`src/rtl/freq_error_counter.sv`:
```
// ============================================================================
// Module   : freq_error_counter
// Purpose  : Measures the frequency error of CLK against a 1 Hz PPS reference.
//            A gate spanning MULT+1 PPS seconds counts CLK edges; the result
//            (count minus TF*(MULT+1)) is presented as an offset-binary,
//            saturating DIFF with a RDY/ACK handshake. Consecutive gates abut
//            with no dead time.
// Revision : 1.0 - initial release
// ----------------------------------------------------------------------------
// Ports
//   CLK      in   sole clock, rising edge
//   RST_N    in   asynchronous active-low reset
//   PPS      in   asynchronous 1 Hz reference pulse
//   RUN      in   enable measurement
//   CLR      in   synchronous clear of the measurement in progress
//   MULT     in   gate length is MULT+1 seconds (latched when a gate opens)
//   DIFF     out  offset-binary frequency error
//   RDY      out  DIFF valid, held until ACK
//   ACK      in   consumer accepts DIFF
//   OVF      out  current DIFF saturated
//   OVR      out  sticky: a result replaced an unacknowledged one
//   PPS_LOST out  reference missing
// ----------------------------------------------------------------------------
// Build option
//   FEC_PPS_WINDOW_EN : when defined, a PPS edge arriving earlier than
//                       TF-WIN cycles into a second is treated as a glitch.
// ============================================================================
`default_nettype none

module freq_error_counter #(
  parameter int TF     = 10_000_000,
  parameter int MULT_W = 8,
  parameter int CNT_W  = 40,
  parameter int DIFF_W = 16,
  parameter int WIN    = 1000
) (
  input  logic              CLK,
  input  logic              RST_N,
  input  logic              PPS,
  input  logic              RUN,
  input  logic              CLR,
  input  logic [MULT_W-1:0] MULT,
  output logic [DIFF_W-1:0] DIFF,
  output logic              RDY,
  input  logic              ACK,
  output logic              OVF,
  output logic              OVR,
  output logic              PPS_LOST
);

  // Per-second timer must reach past the loss limit TF + TF/8.
  localparam int TMR_W = $clog2(TF + TF / 8 + 2);

  localparam logic [TMR_W-1:0] LOST_LIM = TMR_W'(TF + TF / 8);
  localparam logic [CNT_W:0]   TF_EXT   = (CNT_W + 1)'(TF);

  // Signed saturation limits of a DIFF_W-bit two's-complement error.
  localparam logic signed [CNT_W:0] ERR_MAX =
    $signed({{(CNT_W + 2 - DIFF_W){1'b0}}, {(DIFF_W - 1){1'b1}}});
  localparam logic signed [CNT_W:0] ERR_MIN =
    $signed({{(CNT_W + 2 - DIFF_W){1'b1}}, {(DIFF_W - 1){1'b0}}});

  if (WIN >= TF) begin : g_win_check
    $error("freq_error_counter: WIN must be smaller than TF");
  end

  typedef enum logic [1:0] {
    IDLE  = 2'd0,
    ARM   = 2'd1,
    COUNT = 2'd2
  } state_t;

  state_t state, state_nx;

  // PPS synchronizer (s1, s2) and edge-detect flop (s3).
  logic pps_s1, pps_s2, pps_s3;
  logic pps_edge;

  logic [CNT_W-1:0]  cyc_cnt;
  logic [MULT_W-1:0] sec_cnt;
  logic [TMR_W-1:0]  sec_tmr;
  logic [MULT_W-1:0] mult_l;

  // Result pipeline: the error is captured on the closing edge and turned
  // into DIFF on the following edge.
  logic                    res_pend;
  logic signed [CNT_W:0]   err_r;

  logic                    pps_acc;
  logic                    sec_last;
  logic                    tmr_over;
  logic                    start_gate;
  logic                    close_gate;
  logic                    sec_inc;
  logic                    count_en;
  logic                    lost;

  logic [CNT_W-1:0]        count_now;
  logic [CNT_W:0]          nominal;
  logic signed [CNT_W:0]   err_now;
  logic [DIFF_W-1:0]       diff_sat;
  logic                    sat_flag;

  assign pps_edge = pps_s2 & ~pps_s3;

`ifdef FEC_PPS_WINDOW_EN
  // Edges arriving too early in a second are glitches; counting continues.
  assign pps_acc = pps_edge & (sec_tmr >= TMR_W'(TF - WIN));
`else
  assign pps_acc = pps_edge;
`endif

  // This edge completes second number sec_cnt+1; the gate ends at mult_l+1.
  assign sec_last = (sec_cnt == mult_l);
  assign tmr_over = (sec_tmr > LOST_LIM);

  // The closing edge itself is counted, so the gate count is cyc_cnt + 1.
  assign count_now = cyc_cnt + CNT_W'(1);
  assign nominal   = TF_EXT * ((CNT_W + 1)'(mult_l) + (CNT_W + 1)'(1));
  assign err_now   = $signed({1'b0, count_now}) - $signed(nominal);

  // ---------------------------------------------------------------- FSM
  always_ff @(posedge CLK or negedge RST_N) begin
    if (!RST_N) begin
      state <= IDLE;
    end else begin
      state <= state_nx;
    end
  end

  always_comb begin
    state_nx   = state;
    start_gate = 1'b0;
    close_gate = 1'b0;
    sec_inc    = 1'b0;
    count_en   = 1'b0;
    lost       = 1'b0;
    if (!RUN) begin
      state_nx = IDLE;
    end else if (CLR) begin
      state_nx = ARM;
    end else begin
      case (state)
        IDLE: state_nx = ARM;
        ARM: begin
          if (pps_edge) begin
            state_nx   = COUNT;
            start_gate = 1'b1;
          end
        end
        COUNT: begin
          if (pps_acc) begin
            if (sec_last) begin
              // Closing edge of one gate is the opening edge of the next.
              close_gate = 1'b1;
              start_gate = 1'b1;
            end else begin
              sec_inc = 1'b1;
            end
          end else if (tmr_over) begin
            lost     = 1'b1;
            state_nx = ARM;
          end else begin
            count_en = 1'b1;
          end
        end
        default: state_nx = IDLE;
      endcase
    end
  end

  // ------------------------------------------------------ Saturation
  always_comb begin
    diff_sat = {err_r[DIFF_W-1] ^ 1'b1, err_r[DIFF_W-2:0]};
    sat_flag = 1'b0;
    if (err_r > ERR_MAX) begin
      diff_sat = {DIFF_W{1'b1}};
      sat_flag = 1'b1;
    end else if (err_r < ERR_MIN) begin
      diff_sat = {DIFF_W{1'b0}};
      sat_flag = 1'b1;
    end
  end

  // ------------------------------------------------------ Datapath
  always_ff @(posedge CLK or negedge RST_N) begin
    if (!RST_N) begin
      pps_s1   <= 1'b0;
      pps_s2   <= 1'b0;
      pps_s3   <= 1'b0;
      cyc_cnt  <= '0;
      sec_cnt  <= '0;
      sec_tmr  <= '0;
      mult_l   <= '0;
      res_pend <= 1'b0;
      err_r    <= '0;
      DIFF     <= {1'b1, {(DIFF_W - 1){1'b0}}};
      RDY      <= 1'b0;
      OVF      <= 1'b0;
      OVR      <= 1'b0;
      PPS_LOST <= 1'b0;
    end else begin
      pps_s1 <= PPS;
      pps_s2 <= pps_s1;
      pps_s3 <= pps_s2;

      if (start_gate) begin
        mult_l  <= MULT;
        cyc_cnt <= '0;
        sec_cnt <= '0;
        sec_tmr <= '0;
      end else if (sec_inc) begin
        cyc_cnt <= cyc_cnt + CNT_W'(1);
        sec_cnt <= sec_cnt + MULT_W'(1);
        sec_tmr <= '0;
      end else if (count_en) begin
        cyc_cnt <= cyc_cnt + CNT_W'(1);
        sec_tmr <= sec_tmr + TMR_W'(1);
      end

      res_pend <= close_gate;
      if (close_gate) begin
        err_r <= err_now;
      end

      if (CLR) begin
        RDY      <= 1'b0;
        OVR      <= 1'b0;
        PPS_LOST <= 1'b0;
      end else begin
        if (res_pend) begin
          DIFF <= diff_sat;
          OVF  <= sat_flag;
          RDY  <= 1'b1;
          if (RDY && !ACK) begin
            OVR <= 1'b1;
          end
        end else if (RDY && ACK) begin
          RDY <= 1'b0;
        end

        if (lost) begin
          PPS_LOST <= 1'b1;
        end else if (start_gate || sec_inc) begin
          PPS_LOST <= 1'b0;
        end
      end
    end
  end

endmodule

`default_nettype wire
```
`config.mk`:
```
export PLATFORM = sky130hd
export DESIGN_NAME = freq_error_counter
export DESIGN_NICKNAME = d
export VERILOG_FILES = /design/src/rtl/freq_error_counter.sv
export SDC_FILE = /design/constraint.sdc
export NUM_CORES = 1
export LEC_CHECK = 0
export CAP_MARGIN = 20
export CELL_PAD_IN_SITES_DETAIL_PLACEMENT = 1
export CELL_PAD_IN_SITES_GLOBAL_PLACEMENT = 2
export CORE_MARGIN = 2
export CORE_UTILIZATION = 40
export DETAILED_ROUTE_END_ITERATION = 6
export PLACE_DENSITY_LB_ADDON = 0.1
export SYNTH_ARGS = -nofsm -noshare
export SYNTH_HDL_FRONTEND = slang
export SYNTH_SLANG_ARGS = --single-unit
```
`constraint.sdc`:
```
create_clock -name CLK -period 10.1 [get_ports CLK]
set_input_delay 1.01 -clock CLK [delete_from_list [all_inputs] [get_ports CLK]]
set_output_delay 1.01 -clock CLK [all_outputs]
set_load 0.01 [all_outputs]
```
==> results of run 1 <==
## placed cells by master (no fill, tap or decap), types with 12 or more instances in the layout
cell	instances
a21o_1	18
a21oi_1	63
and3_1	29
clkbuf_16	17
clkdlybuf4s50_1	32
dfrtp_1	146
fa_1	25
ha_1	107
inv_1	97
nand2_1	127
nand2b_1	13
nand3_1	45
nand4_1	32
nor2_1	110
nor3_1	22
nor4_1	12
o21a_1	16
o21ai_0	73
o21ai_1	13
o31ai_1	25
xnor2_1	65
xor2_1	49
## cell type report
cell class	count	area, um2
Tap cell	378	473.0
Timing Repair Buffer	43	406.6
Inverter	97	364.1
Sequential cell	147	3680
Clock buffer	19	452.9
Multi-Input combinational cell	986	6972
Clock inverter	13	175.2
Fill cell	3286	15110
## per-stage QoR
stage / instance area [um2] / setup slack [ps] / power, mW
6_report: 12520 / 2130 / 4.745
5_1_grt: 12520 / 1576 / 5.207
4_1_cts: 12520 / 2151 / 4.768
3_5_place_dp: 11900 / 2169 / 4.051
3_3_place_gp: 11900 / 2373 / 4.017
2_1_floorplan: 11180 / 2959 / 3.119
## registers in the layout, indices dropped and copies added, names as in the netlist
signal,flops
DIFF,16
cyc_cnt,40
OVF,1
err_r,41
OVR,1
mult_l,8
pps_s1,1
RDY,1
pps_s3,1
res_pend,1
pps_s2,1
state,2
sec_cnt,8
sec_tmr,24
PPS_LOST,1
## final timing paths
| kind | from | end | slack [ps] | cells after the start |
|---|---|---|---|---|
| worst max-delay path | mult_l[0] | err_r[37] | 2130 | 27 |
| worst min-delay path | pps_s1 | pps_s2 | 350 | 0 |
| worst max register to register | mult_l[0] | err_r[37] | 2130 | 27 |
| worst min register to register | pps_s1 | pps_s2 | 350 | 0 |
| max in group asynchronous | RST_N | sec_cnt[1] | 8030 | 2 |
| min in group asynchronous | RST_N | DIFF[3] | 610 | 1 |
## cells by family after synthesis
logic type	Yosys count	synth area share (%)
AO/OA/AOI/OAI	277	15.97
multiplexers	9	0.8956
buffers and inverters	139	4.903
flip-flops	147	32.92
XOR/XNOR	114	8.933
adder cells (fa/ha/maj)	132	16.46
AND/OR/NAND/NOR	454	19.92
## critical path, stage by stage (launching register included)
cell and delay [ps]:
dfrtp_1 590, ha_1 280, and3_1 240, xor2_1 550, ha_1 380, xor2_1 160
ha_1 180, a21o_1 160, fa_1 480, inv_1 60, fa_1 530, inv_1 40
ha_1 270, or4_1 520, nand3_1 170, a21oi_1 140, o21a_1 200, o21a_1 180
or2_2 300, ha_1 330, and2_1 220, and3_1 210, and2_1 200, a31o_2 230
a41oi_1 390, o211ai_1 290, and3_1 240, or3_1 330
## power groups by stage
| stage | Combinational, mW | Clock [mW] | Sequential (mW) |
|---|---|---|---|
| final | 3.29 | 0.682 | 0.768 |
| after global routing | 3.70 | 0.721 | 0.783 |
| after CTS | 3.30 | 0.701 | 0.768 |
| after detailed placement | 3.27 | 0 | 0.779 |
| after global placement | 3.24 | 0 | 0.775 |
| after floorplan | 2.37 | 0 | 0.746 |
## routing by layer
| metal | global-route usage (%) | up-vias | routed length [um] |
|---|---|---|---|
| li1 | - | 4499 | - |
| met1 | 32.34 | 4645 | 15900 |
| met2 | 36.04 | 82 | 14430 |
| met3 | 3.655 | 17 | 827 |
| met4 | 4.422 | 0 | 258 |
| met5 | 0 | - | 0 |
==> results.toml, run 1 <==
[run_status]
status = "complete, no violations"

[detailed_routing]
vias = 9243
ant_nets = 0
vias_per_cell = 5.492
drc = 0
firstDrtPassIters = 4
post_drt_wl_per_cell_um = 18.67
routed_wl_mm = 31.42
drtIter0Drc = 471

[clocking]
htree_levels = 4
cts.sinks = 147
cts_resized = 0
clkLatencyLatePin_ps = 440
cts_hold_buf = 0
cts_tree = "done"
numCtsBuffers = 17
cts_setup_buffers = 0
clock_path_buffers = 2
clk_pin_slew_worst_paths_ps = 70
clockRootBuffer = "clkbuf_16"

[pwr]
vdd_ir_drop_max_uv = 271.9
swShare_pct = 49.78
power_frac_comb_pct = 69.4
seqPwrFrac_pct = 16.2
power.share.clock_pct = 14.4
power_density_nw_per_um2 = 378.9
switching_power_mw = 2.362
p_int_mw = 2.383
p_leak_nw = 5.843

[layout]
area_growth_pct = 12.05
drive_gt1_share_pct = 5.747
final_cells = 1683
fin_nets = 1438
post-route-util_pct = 45.33
diodes = 0

[global_route]
grt_pass1_wl_mm = 51.49
grt_pass1_vias = 9430
track_usage_pct = 22.57
grt_overflow = 0
grt_max_degree = 81
antenna_found_initial = 0

[yosys]
ys_top_cells_by_count = "146 x dfrtp_1, 127 x nand2_1, 111 x nor2_1"
ys_seq_elements = 147
synth_top_area_share_pct = 32.69
ys_types = 71
seq_area_frac_synth_pct = 32.92
netlist_area_um2 = 11180
ys_warn_count = 0
synthArstFlopShare_pct = 100.0
synth_top_cell_by_area = "dfrtp_1"
synth-main-ff-cell = "dfrtp_1"
avgSynthCellArea_um2 = 8.787
syn_nets = 1418
yosysMostFrequentCell = "dfrtp_1"
synth_area_leaders = "dfrtp_1 33%, ha_1 12%, xnor2_1 5.1%"
synthCells = 1272
synth_edf_count = 0

[timing]
finalSetupViolations = 0
maxSlewViolCount = 0
setup_tns_ps = 0
whs_ps = 354.6
max-slew-margin-rel_pct = 37.68
skew_ps = 12.10
rsz0062_at_grt = "false"
fin_crit_sh_pct = 78.91
fin_crit_ps = 7970
worstMarginPinSlew_ps = 934.8
final-hold-violation-count = 0
timing.fmax_mhz = 125.5

[setup_path]
end_kind = "flop"
arrival_ps = 8290
crit_fanout = 9
startpoint_type = "flop"
critical_path_class = "flop to flop"
worstPathRequired_ps = 10420

[floorplan]
dieArea_um2 = 29300
initial_core_util_pct = 40.45
io_pins = 34
fp.coreArea_um2 = 27630
die_w_um = 171.2
die_y_um = 171.2
num_rows = 61

[place]
routabilityCongestion = 0.8670
dp_hpwl_mm = 23.74
io_buffers = 33
dpl.cell_count = 1651

[run]
drv_cap = 0

[hold_path]
hold_path.class = "flop to flop"
(Power assumes the default switching activity.)
==> inputs of run 2 (changes only) <==
Settings changed: CORE_UTILIZATION 40 to 36.
Clock period 10.1 ns to 6.62 ns, I/O delays scaled along.
==> run 2 against run 1 <==
Compared with the run above: the flow now finishes with violations (negative setup slack); final cell count grew 6.8%; register-to-register slack worse by 2100 ps; clock power rose by 50%; critical path depth is the same; critical endpoint unchanged.
==> results.toml, run 2 (synthesized netlist as in run 1, its figures left out) <==
[run_status]
status = "finished with violations"
violations = "negative setup slack"

[hold_path]
hold_path.class = "input port to async pin"

[timing]
finalSetupViolations = 1
max-slew-margin-rel_pct = 34.59
final-hold-violation-count = 0
setup_ws_ps = -18.07
fin_crit_ps = 6638
timing.fmax_mhz = 150.6
whs_ps = 310.4
worstMarginPinSlew_ps = 981.2
skew_ps = 10.07
maxSlewViolCount = 0
fin_crit_sh_pct = 100.3
rsz0062_at_grt = "true"

[layout]
diodes = 0
fin_nets = 1534
final_cells = 1797
largest_reg_flops = 41
final_common_cell = "dfrtp_1"
largest-register = "err_r"
drive_gt1_share_pct = 16.42
multi_input_area_um2 = 7396
stdcell_area_um2 = 13660
area_growth_pct = 22.25
reg_top3 = "err_r x41, cyc_cnt x40, sec_tmr x24"
final_cell_mix = "146 x dfrtp_1, 127 x nand2_1, 109 x nor2_1"
seqCellArea_um2 = 3680
n_fill_cell = 3587

[clocking]
htree_levels = 4
numCtsBuffers = 17
clkLatencyLatePin_ps = 450
clk_pin_slew_worst_paths_ps = 70
cts_tree = "done"
cts.sinks = 147
clock_path_buffers = 2
clockRootBuffer = "clkbuf_16"
cts_hold_buf = 0

[floorplan]
num_rows = 64
die_w_um = 180.2
initial_core_util_pct = 36.54
fp.coreArea_um2 = 30590
dieArea_um2 = 32470
die_y_um = 180.2
io_pins = 34

[detailed_routing]
vias_per_cell = 5.262
post_drt_wl_per_cell_um = 18.32
drtIter0Drc = 391
ant_nets = 0
routed_wl_mm = 32.93
drc = 0
vias = 9456
firstDrtPassIters = 4

[setup_path]
crit_family = "adder cells"
cpPeakStageDelay_ps = 520
rr_worst_depth = 27
arrival_ps = 6960
worstPathRequired_ps = 6940
cp_slowest_cell = "fa_1"
worst-path-buf-inv = 5
rrSetupSlack_ps = -20
crit_fanout = 5
critical_path_class = "flop to flop"
end_kind = "flop"
r2r-end = "err_r[37]"
startpoint_type = "flop"
reg2reg_from = "mult_l[4]"

[global_route]
grt_overflow = 0
track_usage_pct = 20.88
grt_pass1_vias = 9951
antenna_found_initial = 0
grt_pass1_wl_mm = 54.25
grt_max_degree = 98

[place]
dp_hpwl_mm = 24.68
dpl-instance-area_um2 = 12680
routabilityCongestion = 0.8066
dpl.cell_count = 1756
io_buffers = 33

[run]
drv_cap = 0

[pwr]
p_leak_nw = 6.345
vdd_ir_drop_max_uv = 433.0
power_density_nw_per_um2 = 596.3
power.total_mw = 8.148
==> run 2: changes by cell type in the layout (fill, tap and decap cells not counted), moves of 4 or more <==
cell | previous run | this run
a21oi_1 | 63 | 56
buf_4 | 10 | 106
ha_2 | 0 | 4
and3_1 | 29 | 24
o21ai_0 | 73 | 67
and3_4 | 0 | 5
ha_4 | 0 | 9
ha_1 | 107 | 94
a21oi_2 | 0 | 6
xnor2_1 | 65 | 61
==> run 2: area by class of cell <==
| type | instances | area share, % |
|---|---|---|
| multi-input cells | 986 | 54.12 |
| flip-flops and latches | 147 | 26.93 |
| repair buffers | 139 | 8.250 |
| well taps | 396 | 3.626 |
| clock buffers | 19 | 3.315 |
| inverters | 97 | 2.665 |
| clock inverters | 13 | 1.090 |
==> run 2: layer usage <==
layer	GRT usage (%)	part of all wire [%]
met5	0	0
met4	5.452	1.2
met3	2.951	2.4
met2	35.39	49
met1	27.96	48
==> run 2: report_power, final <==
part           switching [mW]  total, mW  internal (mW)  leakage, nW
combinational            3.28       5.97           2.69         4.10
sequential              0.144       1.16           1.02         1.96
clock                   0.434       1.02          0.581        0.292
total                    3.86       8.15           4.29         6.34
==> run 2: through the flow <==
step | setup slack [ps] | setup TNS (ps) | utilization (%)
after floorplan | 25.58 | 0 | -
after global placement | -132.8 | -245.5 | 41.47
after detailed placement | -251.4 | -963.1 | 41.47
after CTS | 0.2838 | 0 | 44.09
after global routing | -260.0 | -995.0 | 44.67
final | -18.07 | -18.07 | 44.67
==> run 2: worst max path at each step <==
stage	start	end	slack, ps	cells after the start
2_1_floorplan	mult_l[2]	err_r[37]	30	28
3_3_place_gp	mult_l[3]	err_r[37]	-130	25
3_5_place_dp	mult_l[4]	err_r[37]	-250	25
4_1_cts	mult_l[4]	err_r[37]	0.3	31
5_1_grt	mult_l[4]	err_r[37]	-260	29
6_report	mult_l[4]	err_r[37]	-20	27
==> run 2: what timing repair did <==
action / in CTS / in global routing
pin swaps: 23 / 29
resized for setup: 31 / 30
setup buffers: 4 / 5
endpoints found under the setup margin: 9 / 13
